$ cat src/rtl/obstacle_spawner.sv
// obstacle_spawner: obstacle pool, frame-driven scroller and nearest-obstacle presenter
// for the player/obstacle collision checker. Ends the run on a qualified collision.
// Optional speed ramp: define OBSTACLE_SPEEDUP_EN to raise the scroll speed by one
// every SPEEDUP_DODGES dodges, capped at MAX_SPEED. Without it the speed is BASE_SPEED.
module obstacle_spawner #(
  parameter int unsigned VWIDTH         = 12,
  parameter int unsigned LWIDTH         = 2,
  parameter int unsigned NUM_LANES      = 3,
  parameter int unsigned SLOTS          = 4,
  parameter int          SPAWN_V        = -16,
  parameter int          DESPAWN_V      = 480,
  parameter int unsigned SPAWN_GAP      = 30,
  parameter int unsigned BASE_SPEED     = 2,
  parameter int unsigned MAX_SPEED      = 8,
  parameter int unsigned SPEEDUP_DODGES = 8,
  parameter logic [15:0] LFSR_SEED      = 16'hACE1,
  parameter int unsigned COUNT_WIDTH    = 16
) (
  input  logic                     clk,
  input  logic                     rst_n,
  input  logic                     start_i,
  input  logic                     frame_tick_i,
  input  logic                     has_collision_i,
  output logic                     obst_valid_o,
  output logic [LWIDTH-1:0]        obst_lane_o,
  output logic signed [VWIDTH-1:0] obst_voffset_o,
  output logic                     ignore_obstacle_o,
  output logic [COUNT_WIDTH-1:0]   dodged_count_o,
  output logic                     game_over_o,
  output logic [1:0]               state_o
);

  localparam int unsigned VW1  = VWIDTH + 1;
  localparam int unsigned LW1  = LWIDTH + 1;
  localparam int unsigned CntW = (SPAWN_GAP > 1) ? $clog2(SPAWN_GAP) : 1;
  localparam int unsigned SpdW = $clog2(MAX_SPEED + 1);
  localparam int unsigned RetW = $clog2(SLOTS + 1);
  localparam int unsigned SumW = COUNT_WIDTH + 1;

  localparam logic [CntW-1:0]          GapLast   = CntW'(SPAWN_GAP - 1);
  localparam logic signed [VWIDTH:0]   DespawnV  = VW1'(DESPAWN_V);
  localparam logic signed [VWIDTH-1:0] SpawnV    = VWIDTH'(SPAWN_V);
  localparam logic [LWIDTH:0]          NumLanes  = LW1'(NUM_LANES);
  localparam logic [SpdW-1:0]          BaseSpeed = SpdW'(BASE_SPEED);

  // Reject parameter sets the datapath cannot represent.
  if (LFSR_SEED == 16'h0 || SPEEDUP_DODGES == 0 || MAX_SPEED < BASE_SPEED ||
      NUM_LANES == 0 || NUM_LANES > (1 << LWIDTH)) begin : gen_bad_params
    $error("obstacle_spawner: illegal parameter set");
  end

  typedef enum logic [1:0] {
    StIdle = 2'd0,
    StRun  = 2'd1,
    StOver = 2'd2
  } state_e;

  // Architectural state
  state_e                   state_q;
  logic [15:0]              lfsr_q;
  logic [SLOTS-1:0]         valid_q;
  logic [LWIDTH-1:0]        lane_q [SLOTS];
  logic signed [VWIDTH-1:0] voff_q [SLOTS];
  logic [CntW-1:0]          spawn_cnt_q;
  logic [COUNT_WIDTH-1:0]   dodged_q;
  logic                     pres_valid_q;
  logic [LWIDTH-1:0]        pres_lane_q;
  logic signed [VWIDTH-1:0] pres_voff_q;

  // Frame-tick results, committed only when a tick is applied in RUN
  logic [SLOTS-1:0]         valid_d;
  logic [LWIDTH-1:0]        lane_d [SLOTS];
  logic signed [VWIDTH-1:0] voff_d [SLOTS];
  logic signed [VWIDTH:0]   v_next [SLOTS];
  logic signed [VWIDTH:0]   speed_ext;
  logic [SpdW-1:0]          speed;
  logic [RetW-1:0]          ret_cnt;
  logic                     spawn_due;
  logic                     spawn_placed;
  logic [CntW-1:0]          spawn_cnt_d;
  logic [SumW-1:0]          dodged_sum;
  logic [COUNT_WIDTH-1:0]   dodged_d;
  logic [LWIDTH:0]          lane_raw;
  logic [LWIDTH-1:0]        spawn_lane;

  // Front-slot selection
  logic                     front_valid;
  logic [LWIDTH-1:0]        front_lane;
  logic signed [VWIDTH-1:0] front_voff;

  // Control
  logic                     collide;
  logic                     run_entry;
  logic                     tick_apply;

  // Collision only counts against a presented obstacle while running.
  assign collide    = has_collision_i && (state_q == StRun) && pres_valid_q;
  assign run_entry  = (state_q != StRun) && start_i;
  assign tick_apply = (state_q == StRun) && !collide && frame_tick_i;

  // Fold out-of-range LFSR lane values back into the legal lane range.
  assign lane_raw   = {1'b0, lfsr_q[LWIDTH-1:0]};
  assign spawn_lane = (lane_raw >= NumLanes) ? LWIDTH'(lane_raw - NumLanes)
                                             : lfsr_q[LWIDTH-1:0];

  assign speed_ext  = $signed(VW1'(speed));

  // Scroll, retire and spawn for one frame tick.
  always_comb begin
    valid_d      = valid_q;
    ret_cnt      = '0;
    spawn_placed = 1'b0;
    for (int i = 0; i < SLOTS; i++) begin
      lane_d[i] = lane_q[i];
      // One extra bit so a slot near the bottom cannot wrap negative.
      v_next[i] = {voff_q[i][VWIDTH-1], voff_q[i]} + speed_ext;
      voff_d[i] = valid_q[i] ? v_next[i][VWIDTH-1:0] : voff_q[i];
      if (valid_q[i] && (v_next[i] > DespawnV)) begin
        valid_d[i] = 1'b0;
        ret_cnt    = ret_cnt + RetW'(1);
      end
    end

    spawn_due   = (spawn_cnt_q == GapLast);
    spawn_cnt_d = spawn_due ? '0 : spawn_cnt_q + CntW'(1);

    // Slots freed by this tick's retirements are eligible for the spawn.
    if (spawn_due) begin
      for (int i = 0; i < SLOTS; i++) begin
        if (!spawn_placed && !valid_d[i]) begin
          spawn_placed = 1'b1;
          valid_d[i]   = 1'b1;
          voff_d[i]    = SpawnV;
          lane_d[i]    = spawn_lane;
        end
      end
    end

    dodged_sum = {1'b0, dodged_q} + SumW'(ret_cnt);
    dodged_d   = dodged_sum[COUNT_WIDTH] ? '1 : dodged_sum[COUNT_WIDTH-1:0];
  end

  // Front slot: greatest voffset, ties resolved toward the lowest index.
  always_comb begin
    front_valid = 1'b0;
    front_lane  = '0;
    front_voff  = '0;
    for (int i = 0; i < SLOTS; i++) begin
      if (valid_q[i] && (!front_valid || (voff_q[i] > front_voff))) begin
        front_valid = 1'b1;
        front_lane  = lane_q[i];
        front_voff  = voff_q[i];
      end
    end
  end

`ifdef OBSTACLE_SPEEDUP_EN
  localparam int unsigned     StepW    = $clog2(SPEEDUP_DODGES + SLOTS + 1);
  localparam logic [StepW-1:0] StepLen  = StepW'(SPEEDUP_DODGES);
  localparam logic [SpdW-1:0]  MaxSpeed = SpdW'(MAX_SPEED);

  logic [SpdW-1:0]  speed_q;
  logic [SpdW-1:0]  speed_d;
  logic [StepW-1:0] step_q;
  logic [StepW-1:0] step_d;
  logic [StepW-1:0] step_sum;

  // step_q tracks dodges since the last multiple of SPEEDUP_DODGES.
  always_comb begin
    step_sum = step_q + StepW'(ret_cnt);
    step_d   = step_sum;
    speed_d  = speed_q;
    if (step_sum >= StepLen) begin
      step_d = step_sum - StepLen;
      if (speed_q < MaxSpeed) begin
        speed_d = speed_q + SpdW'(1);
      end
    end
  end

  // Speed register; a new speed takes effect from the following tick.
  always_ff @(posedge clk or negedge rst_n) begin
    if (!rst_n) begin
      speed_q <= BaseSpeed;
      step_q  <= '0;
    end else if (run_entry) begin
      speed_q <= BaseSpeed;
      step_q  <= '0;
    end else if (tick_apply) begin
      speed_q <= speed_d;
      step_q  <= step_d;
    end
  end

  assign speed = speed_q;
`else
  assign speed = BaseSpeed;
`endif

  // Free-running lane source, x^16 + x^14 + x^13 + x^11 + 1.
  always_ff @(posedge clk or negedge rst_n) begin
    if (!rst_n) begin
      lfsr_q <= LFSR_SEED;
    end else begin
      lfsr_q <= {lfsr_q[14:0], lfsr_q[15] ^ lfsr_q[13] ^ lfsr_q[12] ^ lfsr_q[10]};
    end
  end

  // Run FSM with slot pool, counters and registered presentation.
  always_ff @(posedge clk or negedge rst_n) begin
    if (!rst_n) begin
      state_q      <= StIdle;
      valid_q      <= '0;
      spawn_cnt_q  <= '0;
      dodged_q     <= '0;
      pres_valid_q <= 1'b0;
      pres_lane_q  <= '0;
      pres_voff_q  <= '0;
      for (int i = 0; i < SLOTS; i++) begin
        lane_q[i] <= '0;
        voff_q[i] <= '0;
      end
    end else begin
      // Presentation trails the slot contents by one cycle.
      pres_valid_q <= front_valid;
      pres_lane_q  <= front_lane;
      pres_voff_q  <= front_voff;
      unique case (state_q)
        StIdle, StOver: begin
          if (start_i) begin
            state_q      <= StRun;
            valid_q      <= '0;
            spawn_cnt_q  <= '0;
            dodged_q     <= '0;
            // Drop any stale obstacle so the checker never sees the old run.
            pres_valid_q <= 1'b0;
            pres_lane_q  <= '0;
            pres_voff_q  <= '0;
          end
        end
        StRun: begin
          if (collide) begin
            state_q <= StOver;
          end else if (frame_tick_i) begin
            valid_q     <= valid_d;
            spawn_cnt_q <= spawn_cnt_d;
            dodged_q    <= dodged_d;
            for (int i = 0; i < SLOTS; i++) begin
              lane_q[i] <= lane_d[i];
              voff_q[i] <= voff_d[i];
            end
          end
        end
        default: state_q <= StIdle;
      endcase
    end
  end

  assign obst_valid_o      = pres_valid_q;
  assign obst_lane_o       = pres_lane_q;
  assign obst_voffset_o    = pres_voff_q;
  assign ignore_obstacle_o = !pres_valid_q || (state_q != StRun);
  assign dodged_count_o    = dodged_q;
  assign game_over_o       = (state_q == StOver);
  assign state_o           = state_q;

endmodule
$ cat config.mk
export PLATFORM = sky130hd
export DESIGN_NAME = obstacle_spawner
export DESIGN_NICKNAME = d
export VERILOG_FILES = /design/src/rtl/obstacle_spawner.sv
export SDC_FILE = /design/constraint.sdc
export NUM_CORES = 1
export LEC_CHECK = 0
export CORE_AREA = 2 2 146 148
export CTS_BUF_LIST = sky130_fd_sc_hd__clkbuf_8
export DETAILED_ROUTE_END_ITERATION = 6
export DIE_AREA = 0 0 148 150
export DONT_BUFFER_PORTS = 1
export REMOVE_ABC_BUFFERS = 1
export SYNTH_ARGS = -nofsm -noshare
export SYNTH_HDL_FRONTEND = slang
export SYNTH_SLANG_ARGS = --single-unit
export TNS_END_PERCENT = 20
$ cat constraint.sdc
create_clock -name clk -period 6 [get_ports clk]
set_clock_uncertainty 0.05 [all_clocks]
set_input_delay 1.2 -clock clk [delete_from_list [all_inputs] [get_ports clk]]
set_output_delay 1.2 -clock clk [all_outputs]
set_load 0.05 [all_outputs]
# == Word-level counts from Yosys, hierarchy flattened ==
# Cells that the tools add are included.
# word_totals
out_inout_bits,35
regBits,114
in_bits,5
word_cells,146
# classes
n_eq_ne,8
n_lt_le_gt_ge,8
addsub,10
bitwise,5
n_mux,63
n_reduce_logical,36
# ops
op,n
$mux 12,14
$mux 16,4
$add 12x3->13 const B,4
$gt 13x10->1 const B,4
$mux 48,1
$gt 12x12->1,3
$pmux 16 s2,1
$mux 1,20
$mux 5,4
$reduce_and 5->1,4
$mux 2,9
$add 16x3->17,1
$mux 4,4
$logic_and 1x1->1,12
$logic_not 1->1,10
$pmux 5 s2,1
$add 3x1->3 const B,3
$mux 3,3
$ne 2x2->1 const B,4
$pmux 4 s2,1
$add 5x1->5 const B,1
$eq 5x5->1 const B,1
$logic_or 1x1->1,4
$pmux 2 s2,1
13 further kinds,16

# == Longest topological paths before layout ==
# depth
word_depth,21
depth_mapped,28

# == Least setup slack after synthesis ==
# No wires, ideal clock.
# synth_path
path_kind,flip-flop to flip-flop
start,register valid_q[0]
end,"register pres_voff_q[10], in the netlist obst_voffset_o[10]"
synth_period_minus_slack_ns,6.196
slack_ns,-0.196
arrival_time_ns,6.056
stages_incl_launch_ff,28
cell_sequence,dfrtp_1 -> clkbuf_1 -> buf_1 -> nand2_1 -> ha_1 -> nand4_1 -> o311a_1 -> a22oi_1 -> nand2_1 -> nor2_1 -> a22oi_1 -> ha_1 -> nand3_1 -> or4_1 -> nand3_1 -> or2_2 -> clkbuf_1 -> clkbuf_1 -> mux2_2 -> ha_1 -> nand2_1 -> a21oi_1 -> a2111oi_0 -> o31ai_1 -> nand3_1 -> clkbuf_1 -> nand4_1 -> o221ai_1
# synth_via
elab_chain_len,15
word_cells_on_any_way,21
classes_between,order compare (3); mux (9); reduce/logical (9)
# synth_rtl
item,line_no,source
start: declaration,61,logic [SLOTS-1:0] valid_q;
start signal: assignment,245,valid_q <= valid_d;
$mux 12 or $mux 1 (tied branches),149,if (valid_q[i] && (!front_valid || (voff_q[i] > front_voff))) begin
$gt 12x12->1 or $logic_not 1->1 (tied branches),149,
$logic_or 1x1->1,149,
$logic_and 1x1->1,149,
$mux 12 or $mux 1 (tied branches),149,
$gt 12x12->1 or $logic_not 1->1 (tied branches),149,
$logic_or 1x1->1,149,
$logic_and 1x1->1,149,
$mux 12 or $mux 1 (tied branches),149,
$gt 12x12->1 or $logic_not 1->1 (tied branches),149,
$logic_or 1x1->1,149,
$logic_and 1x1->1,149,
$mux 12 (*),149,
$mux 12,230,if (start_i) begin
$mux 12 (*),228,unique case (state_q)
end signal: assignment,227,pres_voff_q <= front_voff;
end: declaration,68,logic signed [VWIDTH-1:0] pres_voff_q;
# Mark *: on every way between the ends. The rest lies on a longest branch, timed or not.
# A chain may end at the register's enable or synchronous reset.

# == Final worst setup path ==
# layout_path
start,register valid_q[0]
end,"register pres_voff_q[5], in the netlist obst_voffset_o[5]"
# The elaborated chain is that of the path after synthesis.

==> metrics.md <==
| Metric | Value |
|---|---|
| Result of the run | `completed` |
| Mapped Area | `~0.0072 sq mm` |
| Post-synth top area cell | `dfrtp_1` |
| Min-Delay Path Class | `reg -> reg` |
| R2r worst-path depth | `25` |
| Comb power frac | `35.9%` |
| Sequential share of power | `45.4%` |
| Worst-Skew Late Latency | `0.40 ns` |
| Largest net degree at the start of global routing | `around 110` |
| Layout area overhead | `10.8%` |
| Initial Util | `roughly a third` |
| Vias in the first global route | `5852` |
| Cell count after synthesis | `798` |
| Asr flop ratio synth | `between 90% and 100%` |
| Die Ht | `approximately 150 um` |
| Tcrit/Tclk final | `between 90 and 100%` |
| Sequential share of the synthesized area | `around two fifths` |
| R2R Path Start | `valid_q[0]$_DFFE_PN0P_` |
| Peak VDD IR | `0.252 mV` |
| # IOs | `40` |
| Worst Setup End Kind | `flop` |
| Global-route wire length before repair | `31.9 mm` |
| Vias per Instance | `5.68` |
| Sink Count | `110` |
| WP data arrival | `5.89 ns` |
| YS warnings | `0` |
| Req. time, crit path | `between 6 and 7 ns` |
| Worst Setup SP | `valid_q[0]$_DFFE_PN0P_` |
| Cts bufs inserted | `9` |
| Pre-CTS worst setup slack | `-0.0951 ns` |
| Die Span X | `148 um` |
| Clk buf depth | `2` |
| # hold bufs at CTS | `0` |
| Final setup violation count | `0` |
| # diodes | `0` |
| Fillers | `2089` |
| Initial antenna violation count | `0` |
| CTS tree | `built` |
| Clock transition at path regs | `0.10 ns` |
| Worst Setup Start Kind | `flop` |
| Dpl cell area | `0.00765 sq mm` |
| Layout cells sized above 1 | `13.4%` |
| Via count | `6215` |
| Setup ws final | `0.356 ns` |
| Synth top area cells | `dfrtp_1 (36%), ha_1 (8.0%), nand2_1 (5.2%), a21oi_1 (3.4%), nor2_1 (3.2%)` |
| CP Capture Point | `obst_voffset_o[5]$_DFF_PN0_` |
| Slew @ Worst Pin | `1.04 ns` |
| Core Region | `about 0.021 sq mm` |
| Placer Congestion | `about 0.88` |
| RSZ-0062 raised after global routing | `false` |
| IO buf count | `0` |
| Worst reg-to-reg setup slack | `0.36 ns` |
| Fmax | `177 MHz` |
| Power Dens Cells | `308 mW/mm^2` |
| Critical R2R Capture | `obst_voffset_o[5]$_DFF_PN0_` |
| Post-DP HPWL | `14.3 mm` |
| # rows | `53` |
| CP Class | `reg -> reg` |
| DRT Pass-1 Iters | `7` |
| Final min period | `between 5 and 6 ns` |
| Number of synthesized flops with an enable pin | `0` |
| Netlist cell types | `78` |
| GR Util All Layers | `18.2%` |
| Clock power frac | `18.7%` |
| Detailed Route WL | `19.7 mm` |
| Top_reg_cell synth | `dfrtp_1` |
| DR DRC count | `0` |
| CTS root buf | `clkbuf_8` |
| Die area | `0.0222 sq mm` |
| Hold Startpoint | `lfsr_q[3]$_DFF_PN0_` |
| CTS HTree Levels | `3` |
| Reg area | `0.00276 sq mm` |
| Fin nets | `867` |
| First DRT Iteration DRCs | `509` |
| Cell internal pwr | `1.36 mW` |
| Switching share of power | `between 40% and 50%` |
| Total of max-cap violations | `0` |
| Finished Cell Area | `0.00793 sq mm` |
| Final slew viol count | `0` |
| Final hold vios | `0` |
| Number of nets with antenna violations after routing | `0` |
| Post-Syn Area per Cell | `roughly 9 sq um` |
| Max-Slew Margin vs Limit | `30.1%` |
| Util after Layout | `38.3%` |
| Leak pwr | `3.43 nW` |
| Sw power | `about 1.1 mW` |
| Share of the synthesized area in the top cell type | `about 36%` |
| Worst-path fanout max | `10` |
| GRT overflow | `0` |
| Area of the multi-input gates | `0.00416 sq mm` |
| Drt wl/cell | `18.0 um` |
| Post-synthesis register bit count | `110` |
cell usage after synthesis (all sizes together), types with 4 or more instances:
library cell and count:
o21a 6, nand3 33, o211a 5, dfstp 8
nand2 99, nor4 6, a2bb2oi 6, xor2 6
a31oi 21, o32ai 4, mux2i 5, a311oi 5
nor2b 8, nor3 22, xnor2 13, o21ai 36
a211oi 5, o221ai 10, a21oi 50, nand2b 4
ha 46, nand4 28, and4 8, a21o 13
a22o 5, o211ai 9, buf 12, and2 7
nor2 61, mux2 15, dfrtp 102, a22oi 14
or3 5, clkbuf 34, a211o 4, inv 20
and3 16
flip-flops by register name, indices dropped and copies added, names as in the netlist:
signal          cells
voff_q             44
dodged_count_o     16
lfsr_q             16
obst_voffset_o     12
lane_q              8
spawn_cnt_q         5
valid_q             4
obst_lane_o         2
state_o             2
obst_valid_o        1
per-layer routing:
layer,global-route usage [%],vias up,part of all wire (%)
met5,0,-,0
met4,4.24,0,1.4
met3,3.99,20,5.9
met2,28.0,167,45
met1,26.0,3008,48
li1,-,3020,-
critical path, stage by stage, from the launching register on:
cell	delay (ns)
dfrtp_2	0.46
buf_4	0.16
nand2_1	0.06
ha_1	0.29
nand4_1	0.14
o311a_1	0.35
o211ai_1	0.15
nand2_1	0.12
nor2_1	0.10
buf_4	0.18
a22oi_1	0.15
ha_1	0.34
nand4_1	0.12
or4_1	0.49
nand3_1	0.12
or2_4	0.17
buf_4	0.15
mux2_2	0.34
ha_1	0.31
nand2_1	0.08
a21oi_1	0.04
a2111oi_0	0.38
o31ai_1	0.17
nand3_2	0.16
nand3_2	0.21
o221ai_2	0.28
power by group through the flow:
stage                     Combinational (mW)  Clock [mW]  Sequential (mW)
final                                  0.875       0.456             1.11
after global routing                   0.962       0.503             1.12
after CTS                              0.833       0.472             1.11
after detailed placement               0.823           0             1.12
after global placement                 0.818           0             1.12
after floorplan                        0.553           0             1.10
stage by stage:
step	std cells	setup TNS (ns)	power [mW]	hold WS, ns
after floorplan	752	-1.76	1.65	0.281
after global placement	1073	0	1.94	0.287
after detailed placement	1073	-0.225	1.95	0.291
after CTS	1089	0	2.41	0.316
after global routing	1095	0	2.59	0.323
final	1095	0	2.44	0.306
how the worst min path moves through the flow:
stage | end | depth (start not counted)
global placement | lfsr_q[9]$_DFF_PN0_ | 0
floorplan | lfsr_q[3]$_DFF_PN0_ | 0
CTS | lfsr_q[15]$_DFF_PN1_ | 0
detailed placement | lfsr_q[9]$_DFF_PN0_ | 0
finish | lfsr_q[4]$_DFF_PN0_ | 0
global route | lfsr_q[6]$_DFF_PN1_ | 0
placed cells by master, fill, tap and decap left out, types with 5 or more instances in the layout:
cell type	count
nand2_1	98
o211a_1	5
a2bb2oi_1	6
xor2_1	6
nor4_1	6
nor2_1	61
a21o_1	13
o221ai_1	8
o211ai_1	8
nor3_1	21
a21oi_1	49
and2_1	7
clkbuf_8	9
inv_1	23
dfstp_2	8
a22oi_1	12
dfrtp_1	101
buf_4	52
mux2i_1	5
nor2b_1	7
and4_1	8
mux2_2	13
o21a_1	6
o21ai_0	34
nand4_1	27
nand3_1	29
a211oi_1	5
xnor2_1	13
ha_1	46
a31oi_1	20
a22o_1	5
and3_1	15
cells by family after synthesis:
family,Yosys count,share of synthesized area (%)
DFF,110,38.6
adders and majority gates,47,8.33
muxes,20,3.06
AOI/OAI and AO/OA,226,22.3
buffers and inverters,66,3.71
other,1,0.0524
xor gates and xnor gates,19,2.33
and+or+nand+nor,309,21.6
cell type report:
type / count / share of cell area [%]
Inverter: 20 / 0.947
Clock buffer: 9 / 1.56
Sequential cell: 110 / 34.9
Timing Repair Buffer: 52 / 4.92
Clock inverter: 7 / 0.852
Tap cell: 275 / 4.34
Multi-Input combinational cell: 622 / 52.5
repair_timing:
item                                    CTS  global route
pin swaps                                 0             1
resized for setup                         4             6
endpoints found under the setup margin    8            13
buffers inserted                          0             6
(Power assumes the default switching activity.)
